**config.mk**
```make
export PLATFORM = sky130hd
export DESIGN_NAME = uart_rx_cfg
export DESIGN_NICKNAME = d
export VERILOG_FILES = /design/src/rtl/uart_rx_cfg.sv
export SDC_FILE = /design/constraint.sdc
export NUM_CORES = 1
export LEC_CHECK = 0
export CAP_MARGIN = 0
export CORE_ASPECT_RATIO = 0.8
export CORE_MARGIN = 2
export CORE_UTILIZATION = 55
export CTS_CLUSTER_DIAMETER = 60
export DETAILED_ROUTE_END_ITERATION = 12
export PLACE_DENSITY = 0.77
export SLEW_MARGIN = 20
export SYNTH_ARGS = -nofsm -noshare
export SYNTH_HDL_FRONTEND = slang
export SYNTH_SLANG_ARGS = --single-unit
export TNS_END_PERCENT = 10
```
**constraint.sdc**
```tcl
create_clock -name rx_clk -period 2.63 [get_ports rx_clk]
set_input_delay 0.526 -clock rx_clk [delete_from_list [all_inputs] [get_ports rx_clk]]
set_output_delay 0.526 -clock rx_clk [all_outputs]
set_load 0.01 [all_outputs]
```
**src/rtl/uart_rx_cfg.sv**
```systemverilog
// uart_rx_cfg: oversampling UART receiver with configurable frame format and a valid/ready holding register.
module uart_rx_cfg #(
  parameter int DATA_BITS  = 8,
  parameter int OVERSAMPLE = 16,
  parameter int PARITY_EN  = 1,
  parameter int PARITY_ODD = 0,
  parameter int STOP_BITS  = 1
) (
  input  logic                 rx_clk,
  input  logic                 rx_rst_n,
  input  logic                 rx_en,
  input  logic                 i_rx,
  input  logic                 rx_o_ready,
  output logic [DATA_BITS-1:0] rx_o_data,
  output logic                 rx_o_data_valid,
  output logic                 rx_o_parity_err,
  output logic                 rx_o_frame_err,
  output logic                 rx_o_overrun,
  output logic                 rx_o_busy
);
  localparam int CW = $clog2(OVERSAMPLE);
  localparam int IW = $clog2(DATA_BITS + 1);
  localparam logic [CW-1:0] C_HALF = CW'(OVERSAMPLE / 2 - 1);
  localparam logic [CW-1:0] C_FULL = CW'(OVERSAMPLE - 1);
  localparam logic [IW-1:0] I_LAST = IW'(DATA_BITS - 1);
  localparam logic [IW-1:0] I_STOP = IW'(STOP_BITS - 1);
  localparam logic P_ODD = (PARITY_ODD != 0);

  typedef enum logic [2:0] {S_IDLE, S_START, S_DATA, S_PARITY, S_STOP} state_t;

  logic [1:0]           r_sync;
  logic                 r_prev;
  state_t               r_state;
  logic [CW-1:0]        r_cnt;
  logic [IW-1:0]        r_idx;
  logic [DATA_BITS-1:0] r_shift;
  logic                 r_perr;
  logic                 r_ferr;
  logic                 r_done;
  logic [DATA_BITS-1:0] r_data;
  logic                 r_valid;
  logic                 r_pe;
  logic                 r_fe;
  logic                 r_ovr;
  logic                 w_s_rx;
  logic                 w_tick;
  logic                 w_xfer;

  assign w_s_rx = r_sync[1];
  assign w_tick = (r_cnt == C_FULL);
  assign w_xfer = r_valid && rx_o_ready;

  always_ff @(posedge rx_clk or negedge rx_rst_n) begin
    if (!rx_rst_n) begin
      r_sync <= 2'b11;
      r_prev <= 1'b1;
    end else begin
      r_sync <= {r_sync[0], i_rx};
      r_prev <= r_sync[1];
    end
  end

  // r_prev must be high for a start, so a held-low break never re-triggers a frame
  always_ff @(posedge rx_clk or negedge rx_rst_n) begin
    if (!rx_rst_n) begin
      r_state <= S_IDLE;
      r_cnt   <= '0;
      r_idx   <= '0;
      r_shift <= '0;
      r_perr  <= 1'b0;
      r_ferr  <= 1'b0;
      r_done  <= 1'b0;
    end else if (!rx_en) begin
      r_state <= S_IDLE;
      r_cnt   <= '0;
      r_idx   <= '0;
      r_done  <= 1'b0;
    end else begin
      r_done <= 1'b0;
      r_cnt  <= r_cnt + 1'b1;
      case (r_state)
        S_IDLE: begin
          r_cnt <= '0;
          if (r_prev && !w_s_rx) r_state <= S_START;
        end
        S_START: if (r_cnt == C_HALF) begin
          r_cnt   <= '0;
          r_idx   <= '0;
          r_perr  <= 1'b0;
          r_ferr  <= 1'b0;
          r_state <= w_s_rx ? S_IDLE : S_DATA;
        end
        S_DATA: if (w_tick) begin
          r_cnt   <= '0;
          r_shift <= {w_s_rx, r_shift[DATA_BITS-1:1]};
          r_idx   <= r_idx + 1'b1;
          if (r_idx == I_LAST) begin
            r_idx   <= '0;
            r_state <= (PARITY_EN != 0) ? S_PARITY : S_STOP;
          end
        end
        S_PARITY: if (w_tick) begin
          r_cnt   <= '0;
          r_perr  <= ^r_shift ^ w_s_rx ^ P_ODD;
          r_state <= S_STOP;
        end
        S_STOP: if (w_tick) begin
          r_cnt  <= '0;
          r_ferr <= r_ferr | ~w_s_rx;
          r_idx  <= r_idx + 1'b1;
          if (r_idx == I_STOP) begin
            r_idx   <= '0;
            r_done  <= 1'b1;
            r_state <= S_IDLE;
          end
        end
        default: r_state <= S_IDLE;
      endcase
    end
  end

  always_ff @(posedge rx_clk or negedge rx_rst_n) begin
    if (!rx_rst_n) begin
      r_data  <= '0;
      r_valid <= 1'b0;
      r_pe    <= 1'b0;
      r_fe    <= 1'b0;
      r_ovr   <= 1'b0;
    end else begin
      if (r_done && (!r_valid || rx_o_ready)) begin
        r_data  <= r_shift;
        r_pe    <= r_perr;
        r_fe    <= r_ferr;
        r_valid <= 1'b1;
      end else if (w_xfer) begin
        r_valid <= 1'b0;
      end
      if (w_xfer) r_ovr <= 1'b0;
      else if (r_done && r_valid) r_ovr <= 1'b1;
    end
  end

  assign rx_o_data       = r_data;
  assign rx_o_data_valid = r_valid;
  assign rx_o_parity_err = r_pe;
  assign rx_o_frame_err  = r_fe;
  assign rx_o_overrun    = r_ovr;
  assign rx_o_busy       = (r_state != S_IDLE);
endmodule

```
Word level (Yosys, flattened, before mapping)
Index checks and enable logic that the tools add are counted.
{"block": "word_totals", "reg_bits": 37, "out_inout_bits": 13, "elab_cells": 92}
{"block": "classes", "add_sub_neg": 2, "eq_ne": 18, "muxes": 34, "bitwise": 3, "reduce_logical": 21}
{"op": "$mux 4", "n": 9}
{"op": "$mux 3", "n": 8}
{"op": "$pmux 4 s3", "n": 2}
{"op": "$ne 3x3->1 const B", "n": 7}
{"op": "$pmux 3 s5", "n": 1}
{"op": "$reduce_and 4->1", "n": 3}
{"op": "$mux 1", "n": 11}
{"op": "$add 4x1->4 const B", "n": 2}
{"op": "$eq 4x3->1 const B", "n": 2}
{"op": "$reduce_bool 2->1", "n": 4}
{"op": "$reduce_xor 8->1", "n": 1}
{"op": "$reduce_and 7->1", "n": 1}
{"op": "$eq 3x2->1 const B", "n": 2}
{"op": "$ne 2x2->1 const B", "n": 3}
{"op": "$eq 4x4->1 const B", "n": 1}
{"op": "$logic_and 1x1->1", "n": 4}
{"op": "$logic_not 4->1", "n": 1}
{"op": "$ne 4x1->1 const B", "n": 1}
{"op": "$pmux 1 s2", "n": 2}
{"op": "$eq 3x1->1 const B", "n": 1}
{"op": "$eq 3x3->1 const B", "n": 1}
{"op": "$logic_not 3->1", "n": 1}
{"op": "$reduce_and 3->1", "n": 1}
{"op": "$reduce_bool 3->1", "n": 1}
{"op": "other kinds (7)", "n": 8}

Logic depth before layout (Yosys ltp)
{"block": "logic_depth", "word_depth": 5, "depth_mapped": 7, "depth_no_buf": 7}

Worst setup path after synthesis
No wires, ideal clock.
{"block": "synth_timing", "path_kind": "flip-flop to flip-flop", "startpoint": "register r_idx[0]", "endpoint": "register r_state[0]", "setup_time_ns": 0.082, "arrival_time_ns": 1.852, "slack_ns": 0.696, "stages_incl_launch_ff": 8, "period_less_slack_ns": 1.934, "path_cell_list": "dfrtp_1 inv_1 ha_1 or3b_4 a22oi_2 o221ai_2 a2111o_1 a31oi_1"}
{"block": "synth_between", "elab_chain_cells": 3}
{"element": "from (decl)", "line": "35", "rtl": "logic [IW-1:0] r_idx;"}
{"element": "from (signal assigned)", "line": "96", "rtl": "r_idx <= r_idx + 1'b1;"}
{"element": "from (signal assigned)", "line": "110", "rtl": "r_idx <= r_idx + 1'b1;"}
{"element": "$eq 4x3->1 or $logic_not 4->1 (tied branches)", "line": "97, 111"}
{"element": "$ne 3x3->1 (no source line)"}
{"element": "$reduce_and 7->1 (no source line) (*)"}
{"element": "to (signal assigned)", "line": "91", "rtl": "r_state <= w_s_rx ? S_IDLE : S_DATA;"}
{"element": "to (signal assigned)", "line": "99", "rtl": "r_state <= (PARITY_EN != 0) ? S_PARITY : S_STOP;"}
{"element": "to (decl)", "line": "33", "rtl": "state_t r_state;"}
Every way passes the cells marked *; elsewhere a longest branch is shown, timed or not.
A chain may end at the register's enable or synchronous reset.

Worst setup path after layout
{"block": "layout_timing", "startpoint": "register r_state[1]", "endpoint": "output port rx_o_busy"}
{"block": "layout_between", "elab_chain_cells": 1}
{"element": "$reduce_bool 3->1", "line": "148", "rtl": "assign rx_o_busy = (r_state != S_IDLE);"}
{"element": "to (decl)", "line": "19", "rtl": "output logic rx_o_busy"}
No other way between the ends.

==> metrics.txt <==
Synth Instances=155; asr flop ratio synth=1.000; # fillers=244; crit-path max FO=17; DIE WIDTH=68.68 µm; Clock Root Buffer=clkbuf_8; #FFs+latches synth=37; Worst-Skew Late Latency=290 ps; GRT Util Overall=0.2128; Seq/Total Area, Yosys=0.5051; minimum clock period=2349 ps; worst path arrival time=1820 ps; Synth-to-Final Area Change=16.79%; setup_tns=0 ps; Max Cap Viol=0; Post-CTS Resized=0; Register Area=929.6 µm²; Post-synth EDFFs=0; r2r setup slk=480 ps; unrepaired setup endpoints after global routing=false; initial DRC count=195; CTS tree=built; Core Box Area=0.003131 mm²; Die ar.=0.003828 mm²; vias per inst=5.822; wire per inst=15.52 µm; clk buf depth=2; Worst Max-Slew Pin Slew=548.4 ps; final antenna-violating net count=0; via count=1275; Post-CTS Setup Inserts=0; Final nets=186; Sink Count=37; Slew Viols, Final=0; initial antenna violation count=0; buffers added on ports=17; Routed WL=3398 µm; synthesized area per cell=11.87 µm²; first-pass GRT wire length=5961 µm; total grt overflow=0; Lkg Pwr=0.9436 nW; Initial Util=0.5879; cts bufs inserted=5; CTS H-tree depth=2; Synth top area share=0.4623; Post-CTS Hold Fix Bufs=0; Worst VDD drop=468.6 µV; GPL Wtd Cong=0.8140; worst endpoint required time=2100 ps; Netlist cell types=43; Core Rows=18; RR Endpoint=r_state[0]$_DFFE_PN0P_; Mapped Nets=163; Chip Height=55.74 µm; first-pass detailed-route iteration total=5; share of layout cells above drive strength 1=0.2235; hold crit path type=register to register; critical path class=register to primary output; cell area after synthesis=0.001841 mm²; FF-to-FF Start=r_idx[0]$_DFFE_PN0P_; largest net degree at the start of global routing=38; Setup Skew=3.773 ps; n_diodes=0; CP Launch Type=register; area occupied by multi-input gates=834.6 µm²; Synth Flop Type=dfrtp_1; most frequent cell after synthesis=dfrtp_1; Clock Pin Slew Worst Setup and Hold Paths=70 ps; final setup violation count=0; WHS Endpoint=r_sync[1]$_DFF_PN1_; hold_sp=r_sync[0]$_DFF_PN1_; Yosys warning count=0; synth cell count leaders=34 x dfrtp_1, 18 x mux2_2, 11 x a21oi_1; Crit. Startpoint=r_state[1]$_DFFE_PN0P_; FMAX=425.6 MHz; status=finished, final reports clean; Power Dens Cells=622.7 mW/mm²; vias in the first global route=1274; IO Count=18; Final Hold Viols=0; cell taking the most area after synthesis=dfrtp_1; Slew HR=0.6344; endpoint class of the critical path=primary output; Hold Crit Depth=0; synth top area cells=dfrtp_1 46%, mux2_2 11%, dfstp_2 4.3%; Util after Layout=0.6867; HPWL after detailed placement=2331 µm; DR DRC count=0; worst-case reg-to-reg path depth=7; Period Utilization, post-route=0.8933
-- where the power goes --
group | internal (mW) | leakage [nW] | switching, mW
clock network | 0.309 | 0.0585 | 0.194
logic | 0.0940 | 0.385 | 0.119
registers | 0.587 | 0.500 | 0.0361
-- cell families (layout without fill, tap and decap cells) --
group,Yosys count,count (layout),share of synthesized area
mux,19,19,0.1156
fa+ha+maj,3,3,0.02040
flops,37,37,0.5051
buf+inv,11,35,0.04147
compound gates,26,26,0.1081
simple gates,47,47,0.1523
xor+xnor,12,12,0.05711
-- worst max path at each step --
stage                     slack, ps                endpoint  depth (start not counted)
after floorplan                 700  r_state[0]$_DFFE_PN0P_                          7
after global placement          540  r_shift[4]$_DFFE_PN0P_                          5
after detailed placement        530  r_shift[1]$_DFFE_PN0P_                          5
after CTS                       300               rx_o_busy                          3
after global routing            190               rx_o_busy                          3
final                           280               rx_o_busy                          3
-- cell type report --
type	count	share of cell area
clock inverters	1	0.01397
inverters	7	0.01222
multi-input cells	107	0.3882
well taps	40	0.02328
clock buffers	7	0.04016
flip-flops and latches	37	0.4325
repair buffers	20	0.08964
-- per-layer routing --
| metal | routed length [µm] | track usage | share of wire | up-vias |
|---|---|---|---|---|
| li1 | - | - | - | 599 |
| met1 | 1505 | 0.2976 | 0.44 | 610 |
| met2 | 1568 | 0.3008 | 0.46 | 54 |
| met3 | 222 | 0.06073 | 0.065 | 12 |
| met4 | 102 | 0.1029 | 0.030 | 0 |
| met5 | 0 | 0 | 0 | - |
-- critical path, stage by stage (launching register included) --
cell and delay (ps):
dfrtp_1 690, nor2_1 110, nand2_1 170, clkdlybuf4s50_1 560
-- cells in the final DEF, fill, tap and decap left out, types with 2 or more instances in the layout --
cell | synthesis | layout
xor2_1 | 3 | 3
nor2b_1 | 3 | 3
ha_1 | 3 | 3
buf_4 | 0 | 3
inv_1 | 7 | 7
nand2b_1 | 3 | 3
clkbuf_8 | 2 | 6
o21ai_0 | 2 | 2
a21oi_1 | 11 | 11
o41ai_1 | 2 | 2
dfstp_2 | 3 | 3
mux2_2 | 18 | 18
nor3_1 | 3 | 3
nor3b_1 | 3 | 3
nor2_1 | 8 | 8
nand3_1 | 4 | 4
dfrtp_1 | 34 | 34
nand3b_1 | 4 | 4
xnor2_1 | 9 | 9
nand2_1 | 8 | 8
clkdlybuf4s50_1 | 0 | 17
-- state kept, by name (all words and copies together) (netlist names), 2 cells and up --
| register | cells |
|---|---|
| r_shift | 8 |
| rx_o_data | 8 |
| r_idx | 4 |
| r_cnt | 4 |
| r_sync | 2 |
| r_state | 3 |
-- per-stage QoR --
stage | hold WS [ps] | setup slack, ps | power [mW] | cell area [µm²] | std cells
detailed placement | 349.7 | 530.9 | 0.8424 | 2033 | 211
CTS | 362.3 | 303.1 | 1.346 | 2150 | 219
global placement | 347.7 | 539.9 | 0.8317 | 2033 | 211
floorplan | 230.4 | 696.4 | 0.7793 | 1841 | 155
finish | 361.2 | 280.5 | 1.338 | 2150 | 219
global route | 364.1 | 193.2 | 1.391 | 2150 | 219
(Power assumes the default switching activity.)
